## config.mk

```make
export PLATFORM = sky130hd
export DESIGN_NAME = ex_muldiv_unit
export DESIGN_NICKNAME = d
export VERILOG_FILES = /design/src/rtl/ex_muldiv_unit.sv
export SDC_FILE = /design/constraint.sdc
export NUM_CORES = 1
export LEC_CHECK = 0
export ABC_CLOCK_PERIOD_IN_PS = 7400
export BUFFER_PORTS_ARGS = -buffer_cell sky130_fd_sc_hd__buf_2
export CAP_MARGIN = 20
export CORE_ASPECT_RATIO = 0.5
export CORE_MARGIN = 5
export CORE_UTILIZATION = 27
export CTS_CLUSTER_SIZE = 24
export DETAILED_ROUTE_END_ITERATION = 8
export HOLD_SLACK_MARGIN = 0.05
export PLACE_DENSITY = 0.54
export SLEW_MARGIN = 25
export SYNTH_ARGS = -nofsm -noshare
export SYNTH_HDL_FRONTEND = slang
export SYNTH_SLANG_ARGS = --single-unit
```

## constraint.sdc

```tcl
create_clock -name clk -period 7.4 [get_ports clk]
set_input_delay 2.22 -clock clk [delete_from_list [all_inputs] [get_ports clk]]
set_output_delay 2.22 -clock clk [all_outputs]
set_load 0.01 [all_outputs]
```

## src/rtl/ex_muldiv_unit.sv

```systemverilog
// EX-stage iterative unsigned multiply/divide, one result bit per cycle.
// Holds the front of the pipe via freeze while an operation is in flight.
module ex_muldiv_unit #(
  parameter int unsigned WIDTH   = 32,
  parameter logic [3:0]  CMD_MUL = 4'b1100,
  parameter logic [3:0]  CMD_DIV = 4'b1101
) (
  input  logic             clk,
  input  logic             rst,
  input  logic [3:0]       ex_cmd,
  input  logic [WIDTH-1:0] val1,
  input  logic [WIDTH-1:0] val2,
  input  logic [4:0]       dst,
  input  logic             wb_en_in,
  input  logic             flush,
  output logic             freeze,
  output logic             busy,
  output logic             result_valid,
  output logic [WIDTH-1:0] result,
  output logic [WIDTH-1:0] hi,
  output logic [4:0]       dst_out,
  output logic             wb_en_out
);

  localparam int unsigned CW = (WIDTH > 1) ? $clog2(WIDTH) : 1;

  typedef enum logic [1:0] {
    IDLE = 2'b00,
    BUSY = 2'b01,
    DONE = 2'b10
  } state_t;

  state_t             state;
  logic [CW-1:0]      counter;
  logic               op_div;
  logic [WIDTH-1:0]   opb;
  logic [2*WIDTH-1:0] acc;
  logic [2*WIDTH-1:0] acc_next;
  logic [4:0]         dst_q;
  logic               wb_en_q;
  logic               wb_en_r;
  logic               start;
  logic               last;
  logic [WIDTH-1:0]   addend;
  logic [WIDTH:0]     sum;
  logic [WIDTH:0]     shifted;
  logic [WIDTH:0]     trial;

  // acc is {hi, lo}: product accumulator for MUL, {remainder, quotient} for DIV.
  always_comb begin
    start    = rst && (state == IDLE) && ((ex_cmd == CMD_MUL) || (ex_cmd == CMD_DIV)) && !flush;
    last     = (counter == CW'(WIDTH - 1));
    addend   = acc[0] ? opb : '0;
    sum      = {1'b0, acc[2*WIDTH-1:WIDTH]} + {1'b0, addend};
    shifted  = acc[2*WIDTH-1:WIDTH-1];
    trial    = shifted - {1'b0, opb};
    acc_next = acc;
    if (op_div) begin
      if (!trial[WIDTH])
        acc_next = {trial[WIDTH-1:0], acc[WIDTH-2:0], 1'b1};
      else
        acc_next = {shifted[WIDTH-1:0], acc[WIDTH-2:0], 1'b0};
    end else begin
      acc_next = {sum, acc[WIDTH-1:1]};
    end
  end

  always_ff @(posedge clk or negedge rst) begin
    if (!rst) begin
      state   <= IDLE;
      counter <= '0;
      op_div  <= 1'b0;
      opb     <= '0;
      acc     <= '0;
      dst_q   <= '0;
      wb_en_q <= 1'b0;
      wb_en_r <= 1'b0;
      result  <= '0;
      hi      <= '0;
      dst_out <= '0;
    end else begin
      case (state)
        IDLE: begin
          if (start) begin
            state   <= BUSY;
            counter <= '0;
            op_div  <= (ex_cmd == CMD_DIV);
            opb     <= (ex_cmd == CMD_DIV) ? val2 : val1;
            acc     <= (ex_cmd == CMD_DIV) ? {{WIDTH{1'b0}}, val1} : {{WIDTH{1'b0}}, val2};
            dst_q   <= dst;
            wb_en_q <= wb_en_in;
          end
        end
        BUSY: begin
          acc     <= acc_next;
          counter <= counter + 1'b1;
          if (last) begin
            state   <= DONE;
            result  <= acc_next[WIDTH-1:0];
            hi      <= acc_next[2*WIDTH-1:WIDTH];
            dst_out <= dst_q;
            wb_en_r <= wb_en_q;
          end
        end
        DONE:    state <= IDLE;
        default: state <= IDLE;
      endcase
    end
  end

  assign busy         = (state == BUSY);
  assign result_valid = (state == DONE);
  assign freeze       = start || busy;
  assign wb_en_out    = wb_en_r & result_valid;

endmodule

```

==> flow_summary.ini <==
[sta]
worst_pin_slew_ns = 1.01
finalCriticalPeriod_ns = 5.64
fmax_ghz = 0.177
fin_tns_setup_ns = 0
fin_crit_sh = 0.762
slew_headroom = 0.324
maxSlewViolCount = 0
rsz0062_at_grt = no
finClkSkew_ns = 0.0156
setup_viol = 0
hold_violations = 0

[logic_synthesis]
synth_edf_count = 0
synth_area_per_cell_um2 = 9.12
seq_area_frac_synth = 0.370
yosys_register_bits = 180
ys_warn_count = 0
synth.area.top_cells = dfrtp_1 (37%), ha_1 (6.8%), mux2_2 (6.3%), mux2i_1 (6.2%), o21ai_0 (5.3%)
synth.cell_area_um2 = 12200
yosysMostFrequentCell = dfrtp_1
synth_top_area_share = 0.370
synth_cells = 1335
synth_nets = 1480
synth_cell_types = 79
synth_ff_type = dfrtp_1
synth-async-reset-ratio = 1.00
yosys.area.top_type = dfrtp_1
yosys-top-cells-count = dfrtp_1 (180), nand2_1 (160), o21ai_0 (130), mux2i_1 (76), mux2_2 (68)

[route]
viasPerCell = 5.01
dr.pass1.iters = 5
drc_errors = 0
ant_nets = 0
drt_iter0_markers = 650
vias = 10270
drt_wl_total_um = 37600
wire_per_inst_um = 18.3

[floorplan]
die_area_um2 = 49700
die_h_um = 160
core-area_um2 = 44900
die_w_um = 310
rows = 55
io_pins = 150
start_util = 0.271

[clock_network]
cts_buffer_depth = 2
cts_tree = yes
h-tree-depth = 4
clkTransAtPathRegs_ns = 0.08
numClockSinks = 180
hold_buffers = 0
clock_latency_ns = 0.45
cts-root-buf = clkbuf_16
cts_made_buffers = 17
cts_resized = 0
postCtsSetupBuffers = 0

[cells_and_area]
multi_input_area_um2 = 7160
instances_no_fill = 2051
regArea_um2 = 4510
drive_gt1_frac = 0.201
nNetsFinal = 1584
areaGrowthSynthToFinish_pct = 15.6
fillers = 4763

[setup_path]
worst_ep_required_time_ns = 5.18
r2r-start = acc[0]
cp.arrival_ns = 3.42
setup.worst_path.end_class = output port
crit_type = in -> out
crit_start = rst
worstSetupStartpointType = primary input
critPathMaxFanout = 48

[placed_design]
place_congestion = 0.865
numPlacedInstances = 2018
dp_hpwl_um = 27900
placement.io_buffers = 149

[global_route]
grt_use_met2 = 0.246
grt_max_degree = 97
gr-usage-met3 = 0.0245
grt_pass1_wl_um = 59200
grt_overflow = 0
busiest_layer = met2
antenna_found_initial = 2
use_met1 = 0.206
grt_pass1_vias = 10111
grt_usage = 0.150

[pwr]
peakVddDrop_mv = 0.269
power_density_nw_per_um2 = 399
power_leakage_nw = 6.90

[min_path]
holdCritPathClass = reg -> reg
min_from = dst_q[2]

[job]
cap_violations = 0

[status]
status = completed
[area by class of cell]
type / count / share of cell area
Antenna cell: 1 / 0.000178
Clock buffer: 18 / 0.0305
Clock inverter: 14 / 0.0116
Inverter: 52 / 0.0139
Multi-Input combinational cell: 1025 / 0.509
Sequential cell: 180 / 0.320
Tap cell: 598 / 0.0532
Timing Repair Buffer: 163 / 0.0611
[sequential cells by signal, indices dropped and copies added (netlist names)]
register	count
state	2
op_div	1
dst_q	5
hi	32
acc	64
result	32
dst_out	5
opb	32
wb_en_q	1
counter	5
wb_en_r	1
[worst max-delay path: stages]
cell and delay [ns]:
clkbuf_8 0.11, nor4b_1 0.14, nand4b_1 0.11, and2_4 0.59
inv_1 0.08, buf_2 0.16
[worst paths after layout]
path	cells past startpoint	to	slack [ns]
setup / recovery	6	freeze	1.76
hold / removal	2	dst_out[2]	0.47
setup reg to reg	13	acc[63]	3.17
hold reg to reg	2	dst_out[2]	0.47
max in group asynchronous	4	op_div	3.32
min in group asynchronous	2	result[12]	1.92
[per-layer routing]
layer | wire [um] | up-vias
li1 | - | 5040
met2 | 17700 | 167
met3 | 1190 | 42
met5 | 0 | -
met4 | 768 | 0
met1 | 17900 | 5021
[power breakdown]
group          internal (mW)  switching, mW  total, mW
clock network          0.455          0.476      0.931
logic                   1.27           1.89       3.15
registers               1.23          0.305       1.53
[per-stage QoR]
stage	cell area (um^2)	hold WS (ns)	setup WS [ns]	total power [mW]	utilization
detailed placement	13500	0.451	1.76	4.67	0.300
CTS	14100	0.472	1.76	5.63	0.314
global placement	13500	0.443	1.37	4.68	0.300
finish	14100	0.469	1.76	5.61	0.314
floorplan	12200	0.433	1.92	3.85	-
global route	14100	0.494	1.68	6.07	0.314
[cell usage in the layout, fill, tap and decap left out, types with 25 or more instances in the layout]
master   synthesis  routed
a31oi_1         25      25
nor2_1          53      53
ha_1            66      66
a22oi_1         30      30
dfrtp_1        180     178
o21ai_0        130     130
mux2_2          68      68
a21oi_1         64      64
mux2i_1         76      76
and2_1          37      36
nand3_1         38      38
inv_1           50      50
nand2_1        160     159
buf_2            8     148
xnor2_1         32      32
[cells by family after synthesis]
group           synth area share
compound gates             0.200
xor+xnor                  0.0403
fa+ha+maj                 0.0711
buf+inv                   0.0421
flops                      0.370
mux                        0.127
simple gates               0.150
Note: power is estimated with default switching activity, not from simulation.
